File: src/rtl/dm_pkg.sv
// Shared DM definitions: access-size encodings, store-buffer entry type and load extraction.
package dm_pkg;

  localparam int unsigned DM_AW   = 32;
  localparam int unsigned DM_DW   = 32;
  localparam int unsigned DM_SELW = 3;

  localparam logic [1:0] DMSEL_BYTE = 2'b00;
  localparam logic [1:0] DMSEL_HALF = 2'b01;
  localparam logic [1:0] DMSEL_WORD = 2'b10;
  localparam int unsigned DMSEL_ZEXT_BIT = 2;

  typedef struct packed {
    logic [DM_SELW-1:0] sel;
    logic [DM_AW-1:0]   addr;
    logic [DM_DW-1:0]   data;
  } sb_entry_t;

  // Select byte/half lane from a word and sign- or zero-extend; word size passes through.
  function automatic logic [DM_DW-1:0] dm_extract(input logic [DM_DW-1:0]   d,
                                                  input logic [DM_SELW-1:0] sel,
                                                  input logic [1:0]         off);
    logic [DM_DW-1:0] sh;
    logic [7:0]       b;
    logic [15:0]      h;
    logic             zext;
    sh   = d >> {off, 3'b000};
    b    = sh[7:0];
    h    = off[1] ? d[31:16] : d[15:0];
    zext = sel[DMSEL_ZEXT_BIT];
    if (sel[1]) begin
      return d;
    end else if (sel[0]) begin
      return zext ? {16'h0000, h} : {{16{h[15]}}, h};
    end else begin
      return zext ? {24'h000000, b} : {{24{b[7]}}, b};
    end
  endfunction

endpackage

File: src/rtl/dm_store_buffer_if.sv
// MEM-stage request bus into the store buffer, with stall/read-data/empty responses.
interface dm_store_buffer_if;
  logic        ReqValid;
  logic        ReqWE;
  logic [2:0]  ReqSel;
  logic [31:0] ReqA;
  logic [31:0] ReqD;
  logic        Stall;
  logic [31:0] RData;
  logic        Empty;

  modport master (
    output ReqValid, ReqWE, ReqSel, ReqA, ReqD,
    input  Stall, RData, Empty
  );

  modport slave (
    input  ReqValid, ReqWE, ReqSel, ReqA, ReqD,
    output Stall, RData, Empty
  );
endinterface

File: src/rtl/dm_sb_fifo.sv
// Store-buffer entry FIFO: storage, head/tail pointers, occupancy and per-entry hit info.
// With DM_STORE_BUFFER_FWD_EN it also resolves the youngest matching entry.
module dm_sb_fifo
  import dm_pkg::*;
#(
  parameter  int unsigned DEPTH = 4,
  localparam int unsigned PW    = $clog2(DEPTH),
  localparam int unsigned CW    = $clog2(DEPTH + 1)
) (
  input  logic                   clk,
  input  logic                   rst,
  input  logic                   enq_i,
  input  sb_entry_t              enq_ent_i,
  input  logic                   deq_i,
  output logic [CW-1:0]          count_o,
  output sb_entry_t              head_ent_o,
  output logic [DEPTH-1:0]       valid_o,
  output logic [DEPTH-1:0][29:0] waddr_o
`ifdef DM_STORE_BUFFER_FWD_EN
  ,
  input  logic [DEPTH-1:0]       match_i,
  output logic                   young_word_o,
  output logic [DM_DW-1:0]       young_data_o
`endif
);

  sb_entry_t         mem_q [DEPTH];
  sb_entry_t         mem_d [DEPTH];
  logic [PW-1:0]     head_q, head_d;
  logic [PW-1:0]     tail_q, tail_d;
  logic [CW-1:0]     count_q, count_d;
  logic [PW-1:0]     rel;

  always_comb begin
    mem_d   = mem_q;
    head_d  = head_q;
    tail_d  = tail_q;
    if (enq_i) begin
      mem_d[tail_q] = enq_ent_i;
      tail_d        = tail_q + PW'(1);
    end
    if (deq_i) begin
      head_d = head_q + PW'(1);
    end
    count_d = count_q + CW'(enq_i) - CW'(deq_i);
  end

  always_ff @(posedge clk) begin
    if (rst) begin
      head_q  <= '0;
      tail_q  <= '0;
      count_q <= '0;
    end else begin
      head_q  <= head_d;
      tail_q  <= tail_d;
      count_q <= count_d;
    end
  end

  // Entry payload needs no reset; liveness comes from the pointers and count.
  always_ff @(posedge clk) begin
    mem_q <= mem_d;
  end

  // An entry is live when its distance from head (mod DEPTH) is below the count.
  always_comb begin
    valid_o = '0;
    waddr_o = '0;
    rel     = '0;
    for (int unsigned i = 0; i < DEPTH; i++) begin
      rel        = PW'(i) - head_q;
      valid_o[i] = CW'(rel) < count_q;
      waddr_o[i] = mem_q[i].addr[31:2];
    end
  end

  assign count_o    = count_q;
  assign head_ent_o = mem_q[head_q];

`ifdef DM_STORE_BUFFER_FWD_EN
  logic [PW-1:0] idx;
  logic [PW-1:0] young_idx;

  // Walk oldest to youngest so the last match wins.
  always_comb begin
    idx       = '0;
    young_idx = head_q;
    for (int unsigned k = 0; k < DEPTH; k++) begin
      idx = head_q + PW'(k);
      if (match_i[idx]) begin
        young_idx = idx;
      end
    end
  end

  assign young_word_o = mem_q[young_idx].sel[1];
  assign young_data_o = mem_q[young_idx].data;
`endif

endmodule

File: src/rtl/dm_store_buffer.sv
// Posted-write buffer between MEM-stage requests and DM; loads own the DM port, stores drain
// when it is free. Optional store-to-load forwarding of word entries: DM_STORE_BUFFER_FWD_EN.
module dm_store_buffer
  import dm_pkg::*;
#(
  parameter int unsigned DEPTH = 4
) (
  input  logic                clk,
  input  logic                RESET,
  dm_store_buffer_if.slave    req,
  output logic                DM_WE,
  output logic [DM_SELW-1:0]  DM_Sel,
  output logic [DM_AW-1:0]    DM_A,
  output logic [DM_DW-1:0]    DM_D,
  input  logic [DM_DW-1:0]    DM_Q
);

  localparam int unsigned CW = $clog2(DEPTH + 1);

  logic [CW-1:0]          count;
  sb_entry_t              head_ent;
  sb_entry_t              enq_ent;
  logic [DEPTH-1:0]       valid_vec;
  logic [DEPTH-1:0]       match_vec;
  logic [DEPTH-1:0][29:0] waddr;
  logic                   is_load;
  logic                   is_store;
  logic                   hit;
  logic                   fwd_ok;
  logic [DM_DW-1:0]       fwd_rdata;
  logic                   load_port;
  logic                   full;
  logic                   drain;
  logic                   enq;
  logic [DM_DW-1:0]       rdata;

  assign is_load  = req.ReqValid & ~req.ReqWE;
  assign is_store = req.ReqValid &  req.ReqWE;

  always_comb begin
    enq_ent      = '0;
    enq_ent.sel  = req.ReqSel;
    enq_ent.addr = req.ReqA;
    enq_ent.data = req.ReqD;
  end

  // Word-granular overlap of the request against every live entry.
  always_comb begin
    match_vec = '0;
    for (int unsigned i = 0; i < DEPTH; i++) begin
      match_vec[i] = valid_vec[i] & (waddr[i] == req.ReqA[31:2]);
    end
  end

  assign hit       = is_load & (|match_vec);
  assign load_port = is_load & ~hit;
  assign full      = (count == CW'(DEPTH));
  assign drain     = ~RESET & (count != '0) & ~load_port;
  assign enq       = ~RESET & is_store & ~full;

`ifdef DM_STORE_BUFFER_FWD_EN
  logic             young_word;
  logic [DM_DW-1:0] young_data;

  assign fwd_ok    = hit & young_word;
  assign fwd_rdata = dm_extract(young_data, req.ReqSel, req.ReqA[1:0]);
`else
  assign fwd_ok    = 1'b0;
  assign fwd_rdata = '0;
`endif

  dm_sb_fifo #(.DEPTH(DEPTH)) u_fifo (
    .clk        (clk),
    .rst        (RESET),
    .enq_i      (enq),
    .enq_ent_i  (enq_ent),
    .deq_i      (drain),
    .count_o    (count),
    .head_ent_o (head_ent),
    .valid_o    (valid_vec),
    .waddr_o    (waddr)
`ifdef DM_STORE_BUFFER_FWD_EN
    ,
    .match_i      (match_vec),
    .young_word_o (young_word),
    .young_data_o (young_data)
`endif
  );

  // DM port owner: a non-hitting load first, otherwise the FIFO head, otherwise idle zeros.
  always_comb begin
    DM_WE  = 1'b0;
    DM_Sel = '0;
    DM_A   = '0;
    DM_D   = '0;
    if (!RESET) begin
      if (load_port) begin
        DM_Sel = req.ReqSel;
        DM_A   = req.ReqA;
      end else if (drain) begin
        DM_WE  = 1'b1;
        DM_Sel = head_ent.sel;
        DM_A   = head_ent.addr;
        DM_D   = head_ent.data;
      end
    end
  end

  always_comb begin
    rdata = '0;
    if (!RESET) begin
      if (load_port) begin
        rdata = DM_Q;
      end else if (fwd_ok) begin
        rdata = fwd_rdata;
      end
    end
  end

  assign req.RData = rdata;
  assign req.Stall = ~RESET & ((hit & ~fwd_ok) | (is_store & full));
  assign req.Empty = RESET | (count == '0);

endmodule

File: src/flat_wrapper.sv
// flat-port wrapper written by rule: the top's interface ports become plain ports
module dm_store_buffer_flat import dm_pkg::*;
#(
  parameter int unsigned DEPTH = 4
)
  (clk, RESET, DM_WE, DM_Sel, DM_A, DM_D, DM_Q, req_ReqValid, req_ReqWE, req_ReqSel, req_ReqA, req_ReqD, req_Stall, req_RData, req_Empty);
  dm_store_buffer_if req_i ();
  input  logic clk;
  input  logic RESET;
  output logic DM_WE;
  output logic [DM_SELW-1:0] DM_Sel;
  output logic [DM_AW-1:0] DM_A;
  output logic [DM_DW-1:0] DM_D;
  input  logic [DM_DW-1:0] DM_Q;
  input wire logic [$bits(req_i.ReqValid)-1:0] req_ReqValid;
  input wire logic [$bits(req_i.ReqWE)-1:0] req_ReqWE;
  input wire logic [$bits(req_i.ReqSel)-1:0] req_ReqSel;
  input wire logic [$bits(req_i.ReqA)-1:0] req_ReqA;
  input wire logic [$bits(req_i.ReqD)-1:0] req_ReqD;
  output wire logic [$bits(req_i.Stall)-1:0] req_Stall;
  output wire logic [$bits(req_i.RData)-1:0] req_RData;
  output wire logic [$bits(req_i.Empty)-1:0] req_Empty;
  assign req_i.ReqValid = req_ReqValid;
  assign req_i.ReqWE = req_ReqWE;
  assign req_i.ReqSel = req_ReqSel;
  assign req_i.ReqA = req_ReqA;
  assign req_i.ReqD = req_ReqD;
  assign req_Stall = req_i.Stall;
  assign req_RData = req_i.RData;
  assign req_Empty = req_i.Empty;
  dm_store_buffer #(.DEPTH(DEPTH)) u_core (.clk(clk), .RESET(RESET), .req(req_i), .DM_WE(DM_WE), .DM_Sel(DM_Sel), .DM_A(DM_A), .DM_D(DM_D), .DM_Q(DM_Q));
endmodule
File: config.mk
export PLATFORM = sky130hd
export DESIGN_NAME = dm_store_buffer_flat
export DESIGN_NICKNAME = d
export VERILOG_FILES = /design/src/rtl/dm_pkg.sv /design/src/rtl/dm_store_buffer_if.sv /design/src/rtl/dm_sb_fifo.sv /design/src/rtl/dm_store_buffer.sv /design/src/flat_wrapper.sv
export SDC_FILE = /design/constraint.sdc
export NUM_CORES = 1
export LEC_CHECK = 0
export CORE_MARGIN = 2
export CORE_UTILIZATION = 45
export CTS_CLUSTER_DIAMETER = 80
export DETAILED_ROUTE_END_ITERATION = 7
export PLACE_DENSITY_LB_ADDON = 0.05
export SLEW_MARGIN = 0
export SYNTH_ARGS = -nofsm -noshare
export SYNTH_HDL_FRONTEND = slang
export SYNTH_SLANG_ARGS = --single-unit
export TNS_END_PERCENT = 10
File: constraint.sdc
create_clock -name clk -period 5.12 [get_ports clk]
set_input_delay 0.768 -clock clk [delete_from_list [all_inputs] [get_ports clk]]
set_output_delay 0.768 -clock clk [all_outputs]
set_load 0.01 [all_outputs]
==> flow_summary.yaml, run 1 <==
run_status:
  status: "completed"
hold_path:
  worstHoldStart: "u_core.u_fifo.tail_q[1]"
  hold_path_class: "reg -> reg"
setup_path:
  crit_arrival_ns: 4.11
  end_kind: "primary output"
  slowest_delay_ns: 0.61
  setup.worst_path.start: "req_ReqA[21]"
  crit_slowest_cell: "clkdlybuf4s50_1"
  path_delay_family: "buffers and inverters"
  crit_path_max_fanout: 20
  path_class: "in -> out"
  worstPathCellList: "clkdlybuf4s50_1, xor2_1, nor4_2, nand4_1, a2111oi_2, or4_4, buf_12, nor4b_1, a31o_2, clkdlybuf4s50_1"
  cp_common_cell: "clkdlybuf4s50_1"
  critical_path_buf_inv_count: 3
  critPathRequiredTime_ns: 4.35
  r2r-start: "u_core.u_fifo.head_q[0]"
  worstSetupStartpointType: "primary input"
clocking:
  cts_buffer_depth: 3
  ctsHtreeMaxLevel: 1
  insertion_delay_ns: 0.53
  tritoncts: "done"
  hold_buffers: 0
  cts_resized: 0
  cts.clk_slew.worst_paths_ns: 0.06
  postCtsSetupRepairBufs: 0
  cts-root-buf: "clkbuf_16"
  clock-sinks: 275
  cts_made_buffers: 29
sta:
  fin_crit_ns: 4.87
  post-route-period-util: 0.952
  finClkSkew_ns: 0.00889
  fin_setup_tns_ns: 0
  maxSlewViolCount: 0
  worst_slew_pin_slew_ns: 1.06
  final-hold-violation-count: 0
  fmax_ghz: 0.205
  setup_violations: 0
  rsz0062_at_grt: "no"
  slew_headroom: 0.295
finish:
  syn_to_final_growth_pct: 25.3
  drive_gt1_frac: 0.191
  multi_input_area_um2: 4420
  nFillCells: 2266
  nNetsFinal: 1102
  final_area_um2: 16400
  fin_util: 0.572
  diodes: 0
  register_area_um2: 8200
yosys:
  ys_seq_area_frac: 0.625
  synth_ff_type: "edfxtp_1"
  ys_ff_latch: 275
  synth_edf_count: 268
  synth_area_per_cell_um2: 16.6
  syn_nets: 904
  ys_types: 44
  syn_area_um2: 13100
  synth_cells: 790
  yosys_warnings: 0
  postSynth.asyncResetShare: 0
global_routing:
  use_met3: 0.0359
  grt_pass1_wl_mm: 50.0
  antenna_found_initial: 1
  grt_overflow: 0
  grt_max_degree: 62
  grt_use_met1: 0.289
  grt_use_met2: 0.376
  grt_pass1_vias: 8177
  gr-max-usage-layer: "met2"
  gr-usage-all-layers: 0.215
job:
  maxCapViolCount: 0
die:
  die_h_um: 175
  core_um2: 28700
  die-area_um2: 30500
  die_x_um: 175
  initial_core_util: 0.456
  rows: 62
  io-pin-count: 205
routing:
  vias: 7771
  dr.first_iter.drc_count: 523
  routed_wirelength_mm: 33.0
  first_pass_iters: 5
  ant_nets: 0
  route.detailed.drc: 0
  wl_per_cell_um: 23.7
  via_per_inst: 5.59
power:
  leakagePower_uw: 0.00535
  power_uw: 6330
  power.density_nw_per_um2: 386
  peakVddDrop_v: 0.000279
placement:
  postPlaceCellArea_um2: 15500
  io_buffers: 204
  hpwl_mm: 21.8
  place_congestion: 0.891
path summary, 6_finish.rpt:
kind	depth (start not counted)	end	slack, ns
setup / recovery	10	DM_A[13]	0.25
hold / removal	2	u_core.u_fifo.tail_q[1]	0.57
setup reg to reg	11	u_core.u_fifo.count_o[1]	1.49
hold reg to reg	2	u_core.u_fifo.tail_q[1]	0.57
through the flow:
step | setup WS [ns] | hold WS (ns) | std cells
global placement | 0.0268 | 0.526 | 1341
CTS | 0.0465 | 0.588 | 1390
global route | 0.117 | 0.613 | 1390
floorplan | 1.56 | 0.514 | 790
detailed placement | 0.0581 | 0.576 | 1341
finish | 0.246 | 0.573 | 1390
per-layer routing:
layer  up-vias  part of all wire  routed length [um]
met3        34             0.067                2220
met2       285              0.50               16500
li1       3456                 -                   -
met1      3996              0.42               13800
met4         0             0.014                 476
met5         -                 0                   0
cell usage after synthesis (4+ instances only):
cell type  number  share of area
nor2_1          6         0.0017
clkbuf_1       26         0.0074
nor4_1         30          0.014
buf_4          10         0.0057
nor4b_1        17          0.011
a2111oi_2       4         0.0046
or4_1           4         0.0023
nand4_1         5         0.0024
buf_2          25         0.0096
xnor2_1        16          0.011
mux4_2         67           0.12
and2_1         68          0.032
ha_1           10         0.0096
nand3_1         4         0.0015
buf_6           9         0.0077
nor2b_1         4         0.0019
dfxtp_1         7          0.011
a31o_2         17          0.011
nor4b_2        13          0.015
edfxtp_1      268           0.61
o2111ai_1       4         0.0027
inv_1          19         0.0054
nor3_1          7         0.0027
xor2_1        108          0.072
a31o_1         18          0.012
layout make-up:
| class | instances | area share |
|---|---|---|
| flip-flops and latches | 275 | 0.499 |
| multi-input cells | 422 | 0.269 |
| repair buffers | 240 | 0.144 |
| clock buffers | 34 | 0.0453 |
| well taps | 384 | 0.0293 |
| clock inverters | 15 | 0.00892 |
| inverters | 20 | 0.00457 |
flip-flops by register name, indices dropped and copies added (netlist names):
signal / count
u_core.u_fifo.count_o: 3
u_core.u_fifo.head_q: 2
u_core.u_fifo.mem_q: 148
u_core.u_fifo.tail_q: 2
u_core.u_fifo.waddr_o: 120
placed cells by master (no fill, tap or decap), types with 2 or more instances in the layout:
cell and instances:
a2111oi_2 4, a21oi_1 3, a31o_1 18, a31o_2 17, and2_1 64, and2_4 4
buf_12 4, buf_4 32, bufinv_16 3, clkbuf_1 5, clkbuf_16 29, clkdlybuf4s50_1 203
clkinv_1 6, clkinv_2 5, dfxtp_1 5, dfxtp_4 2, edfxtp_1 268, ha_1 10
inv_1 19, mux4_2 67, nand2_1 3, nand3_1 4, nand4_1 5, nor2_1 5
nor2b_1 4, nor3_1 7, nor4_1 29, nor4_2 2, nor4b_1 17, nor4b_2 13
o2111ai_1 4, or4_1 4, xnor2_1 16, xor2_1 108
cells by family (layout without fill, tap and decap cells):
group                      count (synthesis)  after routing  share of synthesized area
buffers and inverters                     93            309                     0.0392
and+or+nand+nor                          170            170                     0.0924
adders and majority gates                 11             11                     0.0111
DFF                                      275            275                      0.625
muxes                                     68             68                      0.116
xor gates and xnor gates                 124            124                     0.0829
AOI/OAI and AO/OA                         49             49                     0.0335
worst register-to-register path, cell delays in order (launching register included):
cell and delay (ns):
dfxtp_4 0.63, buf_4 0.55, a21oi_1 0.22, a2111oi_2 0.49, nor4_2 0.16, a21oi_2 0.21, buf_12 0.20, ha_1 0.26
inv_1 0.06, ha_1 0.17, fa_1 0.42, nor2b_1 0.14
report_power, final:
group | switching [uW] | internal (uW)
sequential | 119 | 2550
clock | 817 | 1180
combinational | 782 | 888
Note: power is estimated with default switching activity, not from simulation.
==> run 2: changes to the inputs <==
--- a/config.mk
+++ b/config.mk
@@ -5,6 +5,7 @@
 export SDC_FILE = /design/constraint.sdc
 export NUM_CORES = 1
 export LEC_CHECK = 0
+export CAP_MARGIN = 20
 export CORE_MARGIN = 2
 export CORE_UTILIZATION = 45
 export CTS_CLUSTER_DIAMETER = 80
==> results of run 2 <==
Final layout, timing and power as in run 1 (identical DEF).
==> run 3: changes to the inputs <==
--- a/config.mk
+++ b/config.mk
@@ -10,6 +10,7 @@
 export CORE_UTILIZATION = 45
 export CTS_CLUSTER_DIAMETER = 80
 export DETAILED_ROUTE_END_ITERATION = 7
+export HOLD_SLACK_MARGIN = 0.03
 export PLACE_DENSITY_LB_ADDON = 0.05
 export SLEW_MARGIN = 0
 export SYNTH_ARGS = -nofsm -noshare
==> results of run 3 <==
Final layout, timing and power as in run 1 (identical DEF).
